`src/rtl/seg_display_ctrl_pkg.sv`:
```
// Shared address codes, mode bits, converter states and glyph decode for the
// seven-segment display controller.
package seg_pkg;

   localparam logic [1:0] ADDR_VALUE = 2'b00;
   localparam logic [1:0] ADDR_MODE  = 2'b01;
   localparam logic [1:0] ADDR_BLANK = 2'b10;

   localparam int unsigned MODE_DEC = 0;
   localparam int unsigned MODE_LZS = 1;

   localparam logic [7:0] SEG_DASH = 8'h40;
   localparam logic [7:0] SEG_OFF  = 8'h00;

   typedef enum logic [1:0] {
      CONV_IDLE = 2'd0,
      CONV_RUN  = 2'd1,
      CONV_DONE = 2'd2
   } conv_state_e;

   // Segment order {dp,g,f,e,d,c,b,a}, active high.
   function automatic logic [7:0] hex_glyph(input logic [3:0] code);
      logic [7:0] g;
      unique case (code)
         4'h0:    g = 8'h3F;
         4'h1:    g = 8'h06;
         4'h2:    g = 8'h5B;
         4'h3:    g = 8'h4F;
         4'h4:    g = 8'h66;
         4'h5:    g = 8'h6D;
         4'h6:    g = 8'h7D;
         4'h7:    g = 8'h07;
         4'h8:    g = 8'h7F;
         4'h9:    g = 8'h6F;
         4'hA:    g = 8'h77;
         4'hB:    g = 8'h7C;
         4'hC:    g = 8'h39;
         4'hD:    g = 8'h5E;
         4'hE:    g = 8'h79;
         default: g = 8'h71;
      endcase
      return g;
   endfunction

endpackage

```
`src/rtl/seg_display_ctrl_bin2bcd_seq.sv`:
```
// Sequential double-dabble binary-to-BCD converter, one input bit per cycle,
// MSB first, with a sticky overflow when the result exceeds NUM_DIGITS digits.
module bin2bcd_seq
   import seg_pkg::*;
#(
   parameter int unsigned DATA_W     = 32,
   parameter int unsigned NUM_DIGITS = 8
) (
   input  logic                    clk,
   input  logic                    rst,
   input  logic                    start,
   input  logic                    abort,
   input  logic [DATA_W-1:0]       bin,
   output logic                    busy,
   output logic                    done,
   output logic [4*NUM_DIGITS-1:0] bcd,
   output logic                    ovf
);

   localparam int unsigned BCD_W = 4 * NUM_DIGITS;
   localparam int unsigned CNT_W = $clog2(DATA_W + 1);

   conv_state_e       state_q, state_d;
   logic [DATA_W-1:0] shreg_q, shreg_d;
   logic [BCD_W-1:0]  bcd_q, bcd_d;
   logic              ovf_q, ovf_d;
   logic [CNT_W-1:0]  cnt_q, cnt_d;
   logic [BCD_W-1:0]  adj;

   always_ff @(posedge clk or posedge rst) begin
      if (rst) begin
         state_q <= CONV_IDLE;
         shreg_q <= '0;
         bcd_q   <= '0;
         ovf_q   <= 1'b0;
         cnt_q   <= '0;
      end else begin
         state_q <= state_d;
         shreg_q <= shreg_d;
         bcd_q   <= bcd_d;
         ovf_q   <= ovf_d;
         cnt_q   <= cnt_d;
      end
   end

   always_comb begin
      state_d = state_q;
      shreg_d = shreg_q;
      bcd_d   = bcd_q;
      ovf_d   = ovf_q;
      cnt_d   = cnt_q;

      adj = bcd_q;
      for (int unsigned i = 0; i < NUM_DIGITS; i++) begin
         if (bcd_q[4*i +: 4] >= 4'd5) begin
            adj[4*i +: 4] = bcd_q[4*i +: 4] + 4'd3;
         end
      end

      unique case (state_q)
         CONV_IDLE: begin
         end
         CONV_RUN: begin
            // The bit leaving the top digit is what makes the result too wide.
            bcd_d   = {adj[BCD_W-2:0], shreg_q[DATA_W-1]};
            ovf_d   = ovf_q | adj[BCD_W-1];
            shreg_d = shreg_q << 1;
            cnt_d   = cnt_q + 1'b1;
            if (cnt_q == CNT_W'(DATA_W - 1)) begin
               state_d = CONV_DONE;
            end
         end
         CONV_DONE: begin
            state_d = CONV_IDLE;
         end
         default: begin
            state_d = CONV_IDLE;
         end
      endcase

      if (start) begin
         state_d = CONV_RUN;
         shreg_d = bin;
         bcd_d   = '0;
         ovf_d   = 1'b0;
         cnt_d   = '0;
      end else if (abort) begin
         state_d = CONV_IDLE;
      end
   end

   assign busy = (state_q != CONV_IDLE);
   assign done = (state_q == CONV_DONE);
   assign bcd  = bcd_q;
   assign ovf  = ovf_q;

endmodule

```
`src/rtl/seg_display_ctrl.sv`:
```
// Memory-mapped multi-digit seven-segment controller: register decode,
// display buffer (hex or converted decimal), digit rendering and scan.
module seg_display_ctrl
   import seg_pkg::*;
#(
   parameter int unsigned NUM_DIGITS  = 8,
   parameter int unsigned DATA_W      = 32,
   parameter int unsigned REFRESH_DIV = 50000,
   parameter int unsigned SEG_INV     = 0
) (
   input  logic                  clock,
   input  logic                  reset,
   input  logic                  wr_en,
   input  logic [1:0]            wr_addr,
   input  logic [DATA_W-1:0]     wr_data,
   output logic                  busy,
   output logic [NUM_DIGITS-1:0] ena,
   output logic [7:0]            seg
);

   localparam int unsigned IDX_W = (NUM_DIGITS > 1) ? $clog2(NUM_DIGITS) : 1;
   localparam int unsigned RC_W  = $clog2(REFRESH_DIV);
   localparam int unsigned HEX_W = (DATA_W > 4 * NUM_DIGITS) ? DATA_W : 4 * NUM_DIGITS;

   logic [DATA_W-1:0]           value_q, value_d;
   logic [1:0]                  mode_q, mode_d;
   logic [NUM_DIGITS-1:0]       blank_q, blank_d;
   logic [NUM_DIGITS-1:0][3:0]  disp_q, disp_d;
   logic                        ovf_q, ovf_d;
   logic [RC_W-1:0]             refresh_q, refresh_d;
   logic [IDX_W-1:0]            idx_q, idx_d;

   logic                        wr_value, wr_mode, wr_blank;
   logic                        conv_start, conv_abort, hex_load;
   logic [DATA_W-1:0]           conv_bin;
   logic                        conv_busy, conv_done, conv_ovf;
   logic [4*NUM_DIGITS-1:0]     conv_bcd;
   logic [HEX_W-1:0]            hex_src;

   logic [3:0]                  cur_code;
   logic                        nonzero_above;
   logic [7:0]                  glyph;
   logic [NUM_DIGITS-1:0]       ena_raw;

   bin2bcd_seq #(
      .DATA_W     (DATA_W),
      .NUM_DIGITS (NUM_DIGITS)
   ) u_conv (
      .clk   (clock),
      .rst   (reset),
      .start (conv_start),
      .abort (conv_abort),
      .bin   (conv_bin),
      .busy  (conv_busy),
      .done  (conv_done),
      .bcd   (conv_bcd),
      .ovf   (conv_ovf)
   );

   always_ff @(posedge clock or posedge reset) begin
      if (reset) begin
         value_q   <= '0;
         mode_q    <= '0;
         blank_q   <= '0;
         disp_q    <= '0;
         ovf_q     <= 1'b0;
         refresh_q <= '0;
         idx_q     <= '0;
      end else begin
         value_q   <= value_d;
         mode_q    <= mode_d;
         blank_q   <= blank_d;
         disp_q    <= disp_d;
         ovf_q     <= ovf_d;
         refresh_q <= refresh_d;
         idx_q     <= idx_d;
      end
   end

   always_comb begin
      value_d = value_q;
      mode_d  = mode_q;
      blank_d = blank_q;
      disp_d  = disp_q;
      ovf_d   = ovf_q;

      wr_value = wr_en && (wr_addr == ADDR_VALUE);
      wr_mode  = wr_en && (wr_addr == ADDR_MODE);
      wr_blank = wr_en && (wr_addr == ADDR_BLANK);

      if (wr_value) value_d = wr_data;
      if (wr_mode)  mode_d  = wr_data[1:0];
      if (wr_blank) blank_d = wr_data[NUM_DIGITS-1:0];

      // Conversions and hex reloads always see the contents being written now.
      conv_bin   = wr_value ? wr_data : value_q;
      conv_start = (wr_value && mode_q[MODE_DEC]) || (wr_mode && wr_data[MODE_DEC]);
      conv_abort = wr_mode && !wr_data[MODE_DEC];
      hex_load   = (wr_value && !mode_q[MODE_DEC]) || conv_abort;
      hex_src    = HEX_W'(conv_bin);

      if (hex_load) begin
         disp_d = hex_src[4*NUM_DIGITS-1:0];
         ovf_d  = 1'b0;
      end else if (conv_done) begin
         disp_d = conv_bcd;
         ovf_d  = conv_ovf;
      end
   end

   always_comb begin
      refresh_d = refresh_q + 1'b1;
      idx_d     = idx_q;
      if (refresh_q == RC_W'(REFRESH_DIV - 1)) begin
         refresh_d = '0;
         idx_d     = (idx_q == IDX_W'(NUM_DIGITS - 1)) ? '0 : idx_q + 1'b1;
      end
   end

   always_comb begin
      cur_code      = disp_q[idx_q];
      nonzero_above = 1'b0;
      for (int unsigned i = 0; i < NUM_DIGITS; i++) begin
         if ((IDX_W'(i) > idx_q) && (disp_q[i] != 4'd0)) nonzero_above = 1'b1;
      end

      if (blank_q[idx_q]) begin
         glyph = SEG_OFF;
      end else if (ovf_q && mode_q[MODE_DEC]) begin
         glyph = SEG_DASH;
      end else if (mode_q[MODE_LZS] && (cur_code == 4'd0) && !nonzero_above &&
                   (idx_q != '0)) begin
         glyph = SEG_OFF;
      end else begin
         glyph = hex_glyph(cur_code);
      end

      ena_raw        = '0;
      ena_raw[idx_q] = 1'b1;
   end

   assign busy = conv_busy;
   assign ena  = (SEG_INV != 0) ? ~ena_raw : ena_raw;
   assign seg  = (SEG_INV != 0) ? ~glyph   : glyph;

endmodule

```
`config.mk`:
```
export PLATFORM = sky130hd
export DESIGN_NAME = seg_display_ctrl
export DESIGN_NICKNAME = d
export VERILOG_FILES = /design/src/rtl/seg_display_ctrl_pkg.sv /design/src/rtl/seg_display_ctrl_bin2bcd_seq.sv /design/src/rtl/seg_display_ctrl.sv
export SDC_FILE = /design/constraint.sdc
export NUM_CORES = 1
export LEC_CHECK = 0
export ABC_AREA = 0
export BUFFER_PORTS_ARGS = -buffer_cell sky130_fd_sc_hd__buf_2
export CORE_MARGIN = 2
export CORE_UTILIZATION = 30
export CTS_CLUSTER_DIAMETER = 100
export DETAILED_ROUTE_END_ITERATION = 10
export RECOVER_POWER = 25
export SYNTH_ARGS = -nofsm -noshare
export SYNTH_HDL_FRONTEND = slang
export SYNTH_SLANG_ARGS = --single-unit
export TNS_END_PERCENT = 10
```
`constraint.sdc`:
```
create_clock -name clock -period 11.3 [get_ports clock]
set_clock_uncertainty 0.05 [all_clocks]
set_input_delay 1.695 -clock clock [delete_from_list [all_inputs] [get_ports clock]]
set_output_delay 1.695 -clock clock [all_outputs]
set_load 0.01 [all_outputs]
```
After elaboration in Yosys (flattened, before gate mapping). Memory sizes are Yosys's and may differ from the RTL's. Cells that the tools add are included.

Output and inout bits: 17. Bits in registers: 167. Memories kept: 1. Bits in read-only memories: 112. Bits of input ports: 37. Logic and storage cells: 144.

Multiplexer cells: 44. Eq/ne operators: 9. Reductions and logical operators: 41. Bitwise operators: 1. Add/subtract/negate cells: 11. Magnitude comparators: 18.

Memory list: (no name shown) (depth 16, bits a word 7, rd ports 1, clocked after Yosys merged registers in 0, wr ports 0, line seg_display_ctrl_pkg.sv:24) `unique case (code)`.

Operator list (number): $mux 32 (7); $mux 4 (9); $add 4x2->4 const B (8); $ge 4x3->1 const B (8); $reduce_bool 4->1 (8); $mux 8 (3); $logic_and 1x1->1 (20); $add 16x1->16 const B (1); $eq 16x16->1 const B (1); $mux 16 (1); $mux 1 (14); $bmux 4 s3 (1); $gt 3x3->1 const A (4); $mux 6 (2); $add 6x1->6 const B (1); $eq 6x5->1 const B (1); $gt 1x3->1 const A (2); $gt 2x3->1 const A (2); $mux 2 (3); $reduce_bool 2->1 (3); $eq 2x1->1 const B (2); $eq 2x2->1 const B (2); $logic_not 2->1 (2); $logic_not 4->1 (1); 15 further kinds (18).

Longest topological paths before layout. Gate-level depths: netlist (run 1).

Word-level depth: 16. Depth in mapped cells: 12. Depth with buffers taken out: 10.

Hierarchy. From an unflattened synthesis (run 1), not the netlist that was laid out.

Cells, all modules: 825. Area total of the unflattened synthesis: 8899.8 µm².

Modules (own cells, without submodules): seg_display_ctrl (area an instance 4865.9 µm², times used 1, cells each 389, seq. area each 2352.3 µm²); bin2bcd_seq (area an instance 4033.9 µm², times used 1, cells each 436, seq. area each 1826.8 µm²).

Worst setup path after synthesis (run 1). OpenSTA, ideal clock, no wires.

Path type: reg2out. From: reg idx_q[1]. To: out seg[3]. Path buffers: 2. Arrival: 2538 ps. Data required time: 9555 ps. Path slack: 7017 ps. Stages on the path, launching flop included: 12. Path through: dfrtp_1 -> buf_4 -> buf_4 -> mux2_2 -> a221oi_1 -> o21ai_0 -> inv_1 -> ha_1 -> and3_1 -> nand4_1 -> o211ai_4 -> a211oi_1.

Longest elaborated chain between the ends: 16. Elaborated cells on any way between the ends: 38. Classes of those cells: order compare (8); mux (15); reduce/logical (14); memory (1).

RTL lines: from (decl) (line seg_display_ctrl.sv:31) `logic [IDX_W-1:0] idx_q, idx_d;`; from (signal assigned) (line seg_display_ctrl.sv:76) `idx_q <= idx_d;`; $gt 1x3->1 (line seg_display_ctrl.sv:124) `if ((IDX_W'(i) > idx_q) && (disp_q[i] != 4'd0)) nonzero_above = 1'b1;`; $logic_and 1x1->1 (line seg_display_ctrl.sv:124); $mux 1 (8 in series) (line seg_display_ctrl.sv:124); $logic_not 1->1 (line seg_display_ctrl.sv:131) `end else if (mode_q[MODE_LZS] && (cur_code == 4'd0) && !nonzero_above &&`; $logic_and 1x1->1 (2 in series) (line seg_display_ctrl.sv:131); $mux 8 (line seg_display_ctrl.sv:131); $mux 8 (line seg_display_ctrl.sv:129) `end else if (ovf_q && mode_q[MODE_DEC]) begin`; $mux 8 (*) (line seg_display_ctrl.sv:127) `if (blank_q[idx_q]) begin`; to (decl) (line seg_display_ctrl.sv:18) `output logic [7:0] seg`.

Mark *: on every way between the ends. The rest lies on a longest branch, timed or not. The select of a mux whose other input is x is not followed.

Worst setup path in the final report (run 1).
From: reg idx_q[2]. To: out seg[1].

Same word-level chain as after synthesis.

==> impl_metrics.json, run 1 <==
{
  "status": "finished, violations left",
  "violations": "capacitance limit, slew limit",
  "wl_per_cell_um": 15.5,
  "path_clk_slew_ns": 0.06,
  "die_y_um": 174,
  "synth.area.top_cells": "dfrtp_1, mux2i_1, a21oi_1, ha_1, nand2_1",
  "place_congestion": 0.824,
  "maxCapViolCount": 1,
  "synth_enable_flop_cells": 0,
  "crit_required_ns": 9.56,
  "holdBufCountCts": 0,
  "dr.max_layer_used": "met4",
  "syn_area_mm2": 0.00867,
  "cp_data_arrival_time_ns": 3.70,
  "synthDistinctLibCells": 55,
  "synth_top_cell_by_area": "dfrtp_1",
  "dieArea_mm2": 0.0303,
  "postRouteAntennaNets": 0,
  "ioPinCount": 54,
  "dr.first_iter.drc_count": 395,
  "yosysTopAreaCellShare_pct": 48.2,
  "drive_above_1_share_pct": 13.3,
  "track_usage_pct": 14.1,
  "syn-mean-instance-area_um2": 9.59,
  "synth_cells": 904,
  "rsz0062_at_grt": "false",
  "setup_tns_ns": 0,
  "cp-endpoint": "seg[1]",
  "slew_viol_final": 93,
  "multi_input_area_mm2": 0.00405,
  "hold_class": "flop to flop",
  "finalCritPeriodShare_pct": 48.2,
  "final_util_pct": 34.5,
  "grt_max_degree": 104,
  "cts-root-buf": "clkbuf_16",
  "final_nets": 995,
  "m1WireLength_mm": 9.71,
  "swShare_pct": 35.1,
  "reg2reg_from": "u_conv.state_q[1]",
  "startpoint": "idx_q[2]",
  "switchingPower_uw": 755,
  "cp-end-kind": "primary output",
  "die_w_um": 174,
  "grt-ovfl-total": 0,
  "ys_seq_elements": 167,
  "yosysWarnings": 0,
  "reg2reg_slack_ns": 8.78,
  "clk_latency_ns": 0.43,
  "synthArstFlopShare_pct": 100,
  "core_mm2": 0.0285,
  "timing.hold.ws_ns": 0.428,
  "ys_top_cells_by_count": "dfrtp_1, a21oi_1, nand2_1, nor2_1, inv_1",
  "regArea_mm2": 0.00418,
  "power.share.combinational_pct": 29.5,
  "fmax_mhz": 184,
  "cellPowerDensity_mw_per_mm2": 218,
  "start_kind": "flop",
  "synth_nets": 968,
  "share_seq_of_total_power_pct": 43.2,
  "clkPwrFrac_pct": 27.3,
  "numCtsBuffers": 17,
  "fin_crit_ns": 5.44,
  "vdd_drop_max_mv": 0.102,
  "drc": 0,
  "firstDrtPassIters": 5,
  "crit_type": "flop to primary output",
  "cts_tree": "yes",
  "postCtsSetupBuffers": 0,
  "vias": 6540,
  "grt_pass1_vias": 6526,
  "numClockSinks": 167,
  "start_util_pct": 30.4,
  "grt_pass1_wl_mm": 34.7,
  "slew_headroom_pct": -170,
  "hold_viol_final": 0,
  "via_per_inst": 4.92,
  "cts_resized": 0,
  "wl_met2_mm": 9.98,
  "critPathMaxFanout": 24,
  "fillerInstances": 2951,
  "antenna_found_initial": 0,
  "leakage_uw": 0.00435,
  "numPortBuffers": 52,
  "yosys.cell_count.top_type": "dfrtp_1",
  "antenna_cells": 0,
  "row_count": 62,
  "rr_endpoint": "u_conv.cnt_q[5]",
  "ys_seq_area_share_pct": 48.2,
  "syn2layout_area_growth_pct": 13.5,
  "reg2reg_depth": 5,
  "finalSetupViolations": 0,
  "p_int_uw": 1390,
  "htree_levels": 4,
  "wl_met3_um": 603,
  "worstMarginPinSlew_ns": 4.03,
  "synth_flop_cell": "dfrtp_1",
  "routed_wl_mm": 20.6,
  "cts_buffer_depth": 2,
  "dp_hpwl_mm": 13.9
}
## cells by family (layout without fill, tap and decap cells)
group	after synthesis	after routing	synth area share (%)
buffers and inverters	109	149	5.38
AO/OA/AOI/OAI	230	230	16.0
adder cells (fa/ha/maj)	27	27	3.90
multiplexers	74	74	8.82
XOR/XNOR	25	25	2.53
other	1	1	0.0433
flip-flops	167	167	48.2
AND/OR/NAND/NOR	271	271	15.1
## worst min path at each step
stage,startpoint,end,slack (ns),cells after the start
after floorplan,refresh_q[0],refresh_q[0],0.38,1
after global placement,refresh_q[0],refresh_q[0],0.40,1
after detailed placement,refresh_q[0],refresh_q[0],0.43,1
after CTS,u_conv.cnt_q[5],u_conv.state_q[1],0.43,1
after global routing,refresh_q[0],refresh_q[0],0.46,1
final,refresh_q[0],refresh_q[0],0.43,1
## layout by cell type, fill, tap and decap left out, types with 10 or more instances in the layout
cell type  Yosys  layout
dfrtp_1      167     167
a21oi_1      106     106
nand2_1       84      83
nor2_1        70      68
inv_1         58      57
mux2i_1       55      55
o21ai_0       55      55
buf_2          4      52
a211oi_1      40      40
and2_1        32      32
ha_1          27      27
mux2_2        19      19
clkbuf_16      0      17
xnor2_1       15      15
nand3_1       12      12
xor2_1        10      10
nand4_1       10      10
nor3_1        10      10
## through the flow
| step | setup slack (ns) | cells | total power (uW) | cell area [um^2] |
|---|---|---|---|---|
| finish | 5.86 | 1328 | 2150 | 9840 |
| global route | 5.54 | 1328 | 2310 | 9840 |
| CTS | 5.86 | 1328 | 2170 | 9840 |
| detailed placement | 6.32 | 1296 | 1570 | 9250 |
| global placement | 6.44 | 1296 | 1550 | 9250 |
| floorplan | 5.04 | 904 | 1390 | 8670 |
## power groups by stage
| stage | Sequential (uW) | Combinational, uW | Clock [uW] |
|---|---|---|---|
| final | 928 | 634 | 587 |
| after global placement | 934 | 620 | 0 |
| after floorplan | 880 | 514 | 0 |
| after detailed placement | 935 | 638 | 0 |
| after CTS | 926 | 642 | 601 |
| after global routing | 952 | 734 | 628 |
## registers in the layout, summed over array words and instances (netlist names)
register	count
idx_q	3
disp_q	32
value_q	32
u_conv.shreg_q	32
u_conv.cnt_q	6
ovf_q	1
u_conv.state_q	2
refresh_q	16
mode_q	2
blank_q	8
u_conv.bcd	32
u_conv.ovf	1
## cell type report
class / count / area share [%]
multi-input combinational: 628 / 41.2
inverter: 58 / 2.23
tap: 384 / 4.88
sequential: 167 / 42.5
clock inverter: 12 / 1.46
clock buffer: 20 / 4.54
timing repair buffer: 59 / 3.18
## per-layer routing
layer	GRT usage (%)	up-vias
met5	0	-
met4	4.13	0
met3	2.56	20
met2	23.6	98
met1	18.8	3233
li1	-	3189
## critical path: stages, from the launching register on
cell and delay, ns:
dfrtp_1 0.87, inv_1 0.38, nor3_1 0.28, a22oi_1 0.09, o21ai_0 0.34, inv_1 0.17
ha_1 0.27, and3_1 0.16, nand4_1 0.16, o211ai_4 0.13, a311oi_2 0.25, buf_2 0.17
No activity file was read; power rests on OpenSTA's default activity.
==> run 2, diff against run 1 <==
==> constraint.sdc (replaced) <==
create_clock -name clock -period 4.6 [get_ports clock]
set_clock_uncertainty 0.05 [all_clocks]
set_input_delay 0.69 -clock clock [delete_from_list [all_inputs] [get_ports clock]]
set_output_delay 0.69 -clock clock [all_outputs]
set_load 0.01 [all_outputs]
==> impl_metrics.json, run 2 (synthesized netlist as in run 1, its figures left out) <==
{
  "row_count": 62,
  "switchingPower_uw": 1840,
  "numClockSinks": 167,
  "finalSetupViolations": 0,
  "antenna_found_initial": 0,
  "status": "finished, violations left",
  "finalCritPeriodShare_pct": 93.2,
  "fmax_mhz": 233,
  "clk_latency_ns": 0.43,
  "grt-ovfl-total": 0,
  "core_mm2": 0.0285,
  "cts_buffer_depth": 2,
  "firstDrtPassIters": 4,
  "numCtsBuffers": 17,
  "numPortBuffers": 52,
  "worstMarginPinSlew_ns": 2.28,
  "power.share.combinational_pct": 29.5,
  "cts_tree": "yes",
  "grt_pass1_wl_mm": 34.3,
  "final_nets": 996,
  "setup_tns_ns": 0,
  "drc": 0,
  "timing.hold.ws_ns": 0.418,
  "vdd_drop_max_mv": 0.226,
  "mostFrequentLayoutCells": "dfrtp_1, a21oi_1, nand2_1",
  "cellPowerDensity_mw_per_mm2": 534,
  "holdBufCountCts": 0,
  "wl_per_cell_um": 15.4,
  "postCtsSetupBuffers": 0,
  "violations": "capacitance limit, slew limit",
  "grt_pass1_vias": 6461,
  "dp_hpwl_mm": 13.5,
  "maxCapViolCount": 1,
  "power_uw": 5250,
  "cp-end-kind": "primary output",
  "fin_area_mm2": 0.00984,
  "place_area_mm2": 0.00928,
  "cp_data_arrival_time_ns": 3.55,
  "share_seq_of_total_power_pct": 43.4,
  "dr.first_iter.drc_count": 451,
  "hold_class": "flop to flop",
  "slew_headroom_pct": -51.8,
  "die_y_um": 174,
  "via_per_inst": 4.92,
  "swShare_pct": 35.1,
  "critPathMaxFanout": 22,
  "routed_wl_mm": 20.4,
  "leakage_uw": 0.00435,
  "htree_levels": 4,
  "vias": 6540,
  "start_kind": "flop",
  "drive_above_1_share_pct": 13.2,
  "syn2layout_area_growth_pct": 13.6,
  "crit_required_ns": 3.86,
  "fillerInstances": 2970,
  "antenna_cells": 0,
  "die_w_um": 174,
  "clkPwrFrac_pct": 27.1,
  "p_int_uw": 3410,
  "start_util_pct": 30.4,
  "slew_viol_final": 168,
  "postRouteAntennaNets": 0,
  "path_clk_slew_ns": 0.07,
  "place_congestion": 0.861,
  "ioPinCount": 54,
  "track_usage_pct": 14.1,
  "rsz0062_at_grt": "false",
  "fin_crit_ns": 4.29,
  "grt_max_degree": 168,
  "dieArea_mm2": 0.0303,
  "hold_viol_final": 0,
  "crit_type": "flop to primary output",
  "layout_commonest_cell": "dfrtp_1",
  "cts-root-buf": "clkbuf_16"
}
[run 2: changes by cell type in the layout (fill, tap and decap cells not counted)]
cell / before / now
clkbuf_1: 2 / 4
buf_12: 0 / 1
buf_2: 52 / 51
buf_4: 7 / 6
clkbuf_4: 0 / 1
clkbuf_8: 1 / 0
o21ai_0: 55 / 54
o21ai_1: 0 / 1
[run 2: worst paths after layout]
| kind | cells after the start | slack, ns | endpoint | start |
|---|---|---|---|---|
| max in group asynchronous | 3 | 2.02 | value_q[31] | reset |
| hold reg to reg | 1 | 0.42 | refresh_q[0] | refresh_q[0] |
| hold / removal | 1 | 0.42 | refresh_q[0] | refresh_q[0] |
| setup / recovery | 10 | 0.31 | seg[4] | idx_q[1] |
| setup reg to reg | 4 | 2.38 | u_conv.shreg_q[5] | u_conv.state_q[1] |
| min in group asynchronous | 3 | 1.04 | u_conv.shreg_q[23] | reset |
[run 2: power by group through the flow]
stage / combinational [uW] / sequential [uW] / clock, uW
after global placement: 1530 / 2290 / 0
after detailed placement: 1560 / 2300 / 0
after floorplan: 1260 / 2160 / 0
after global routing: 1800 / 2340 / 1530
final: 1550 / 2280 / 1420
after CTS: 1570 / 2280 / 1460
[run 2: timing repair]
| item | CTS | global route |
|---|---|---|
| setup endpoints to repair | 0 | 2 |
| gates resized for setup | 0 | 1 |
| hold endpoints to repair | 0 | 0 |
[run 2: layer usage]
layer  up-vias  GRT usage, %  routed length, um
met4         0          4.87                494
met5         -             0                  0
met1      3211          19.0               9380
li1       3179             -                  -
met3        33          3.00                691
met2       117          22.4               9850
[run 2: area by class of cell]
type                            instances  area (um^2)  area share [%]
Tap cell                              384          480            4.88
Sequential cell                       167         4180            42.5
Multi-Input combinational cell        628         4050            41.2
Timing Repair Buffer                   60          332            3.37
Clock buffer                           20          437            4.44
Inverter                               58          219            2.22
Clock inverter                         12          144            1.46
[run 2: critical path: stages (launching register included)]
cell and delay [ns]:
dfrtp_1 0.63, nor2_1 0.43, a221oi_1 0.16, o21ai_1 0.48
inv_1 0.13, ha_1 0.25, and3_1 0.17, nand4_1 0.16
o211ai_4 0.13, a211oi_1 0.36, buf_2 0.21
[run 2: per-stage QoR]
step	setup WS (ns)	std cells	utilization, %
6_report	0.314	1329	34.5
5_1_grt	0.120	1329	34.5
4_1_cts	0.109	1329	34.5
3_5_place_dp	0.564	1297	32.5
3_3_place_gp	0.688	1297	32.5
2_1_floorplan	1.32	904	-
==> run 3, diff against run 2 <==
--- a/config.mk
+++ b/config.mk
@@ -7,10 +7,13 @@
 export LEC_CHECK = 0
 export ABC_AREA = 0
 export BUFFER_PORTS_ARGS = -buffer_cell sky130_fd_sc_hd__buf_2
+export CELL_PAD_IN_SITES_DETAIL_PLACEMENT = 2
+export CELL_PAD_IN_SITES_GLOBAL_PLACEMENT = 2
 export CORE_MARGIN = 2
 export CORE_UTILIZATION = 30
 export CTS_CLUSTER_DIAMETER = 100
 export DETAILED_ROUTE_END_ITERATION = 10
+export PLACE_DENSITY_LB_ADDON = 0.1
 export RECOVER_POWER = 25
 export SYNTH_ARGS = -nofsm -noshare
 export SYNTH_HDL_FRONTEND = slang
==> impl_metrics.json, run 3 (synthesized netlist as in run 1, its figures left out) <==
{
  "path_clk_slew_ns": 0.07,
  "dp.cells": 1301,
  "numCtsBuffers": 17,
  "cts_buffer_depth": 2,
  "violations": "capacitance limit, slew limit",
  "finalSetupViolations": 0,
  "die_w_um": 174,
  "wl_per_cell_um": 19.1,
  "grt_pass1_vias": 7314,
  "cts-root-buf": "clkbuf_16",
  "routed_wl_mm": 25.5,
  "grt-ovfl-total": 0,
  "antenna_cells": 0,
  "cellPowerDensity_mw_per_mm2": 550,
  "clk_latency_ns": 0.44,
  "hold_class": "input port to asynchronous set/reset pin",
  "vdd_drop_max_mv": 0.264,
  "syn2layout_area_growth_pct": 14.2,
  "start_util_pct": 30.4,
  "crit_type": "flop to primary output",
  "path_cells": "nor2_1, a221oi_1, o21ai_1, inv_1, ha_1, and3_1, nand4_1, o211ai_4, a311oi_2, buf_2",
  "drive_above_1_share_pct": 13.7,
  "place_congestion": 0.782,
  "numPortBuffers": 52,
  "postRouteAntennaNets": 0,
  "maxCapViolCount": 1,
  "die_y_um": 174,
  "slew_headroom_pct": -78.6,
  "fin_cells": 1332,
  "grt_pass1_wl_mm": 42.4,
  "worstMarginPinSlew_ns": 2.68,
  "dp_hpwl_mm": 17.7,
  "fmax_mhz": 236,
  "row_count": 62,
  "fin_crit_ns": 4.23,
  "slowest_delay_ns": 0.60,
  "finalCritPeriodShare_pct": 92.0,
  "reg2reg_slack_ns": 2.20,
  "hold_viol_final": 0,
  "core_mm2": 0.0285,
  "final_nets": 1000,
  "cp-end-kind": "primary output",
  "worst_slack_ns": 0.369,
  "crit_required_ns": 3.86,
  "status": "finished, violations left",
  "layout_commonest_cell": "dfrtp_1",
  "rsz0062_at_grt": "false",
  "via_per_inst": 4.99,
  "slew_viol_final": 102,
  "place_ws_ns": 0.593,
  "critPathMaxFanout": 19,
  "cts_tree": "yes",
  "mostFrequentLayoutCells": "dfrtp_1, a21oi_1, nand2_1",
  "ioPinCount": 54,
  "setup_tns_ns": 0,
  "fillerInstances": 3205,
  "track_usage_pct": 17.8,
  "place_area_mm2": 0.00931,
  "htree_levels": 4,
  "cp_data_arrival_time_ns": 3.49,
  "firstDrtPassIters": 4,
  "dr.first_iter.drc_count": 319,
  "timing.hold.ws_ns": 0.343,
  "dieArea_mm2": 0.0303,
  "antenna_found_initial": 0,
  "leakage_uw": 0.00438,
  "numClockSinks": 167,
  "crit_slowest_cell": "dfrtp_1",
  "start_kind": "flop",
  "drc": 0,
  "fin_area_mm2": 0.00990,
  "vias": 6644,
  "grt_max_degree": 104
}
[run 3: per-layer routing]
layer / part of all wire (%) / track usage (%) / wire (um)
met1: 49 / 24.6 / 12600
met2: 48 / 29.3 / 12200
met3: 1.9 / 3.06 / 492
met4: 0.84 / 3.89 / 215
met5: 0 / 0 / 0
[run 3: through the flow]
step / total power (uW) / utilization (%)
CTS: 5540 / 34.7
finish: 5440 / 34.7
detailed placement: 3990 / 32.6
floorplan: 3420 / -
global placement: 3940 / 32.6
global route: 5910 / 34.7
[run 3: area by class of cell]
type | count | area [um^2] | area share [%]
multi-input cells | 628 | 4050 | 41.0
inverters | 58 | 219 | 2.21
clock buffers | 20 | 457 | 4.61
clock inverters | 11 | 149 | 1.50
well taps | 384 | 480 | 4.85
flip-flops and latches | 167 | 4180 | 42.2
repair buffers | 64 | 359 | 3.63
[run 3: worst max-delay path, delay by kind of cell (launching register included)]
| kind | cells | cell delay, ns |
|---|---|---|
| compound gates | 4 | 1.08 |
| fa+ha+maj | 1 | 0.26 |
| buf+inv | 2 | 0.32 |
| flops | 1 | 0.60 |
| simple gates | 3 | 0.79 |
[run 3: power breakdown]
| group | total, uW | internal (uW) | leakage (uW) | switching [uW] |
|---|---|---|---|---|
| registers | 2310 | 1900 | 0.00206 | 405 |
| logic | 1630 | 705 | 0.00203 | 922 |
| clock network | 1510 | 882 | 0.000288 | 627 |
| total | 5440 | 3490 | 0.00438 | 1950 |
[run 3: final timing paths]
path	from	to	cells past startpoint
hold reg to reg	refresh_q[0]	refresh_q[0]	1
setup / recovery	idx_q[0]	seg[1]	10
setup reg to reg	refresh_q[0]	idx_q[1]	5
hold / removal	reset	value_q[27]	2
max in group asynchronous	reset	blank_q[2]	3
min in group clock	refresh_q[0]	refresh_q[0]	1
[run 3: repair_timing]
item / 4_1_cts / 5_1_grt
setup buffers: 0 / 0
endpoints found under the hold margin: 0 / 0
hold buffers: 0 / 0
setup endpoints to repair: 0 / 7
gates resized for setup: 0 / 1
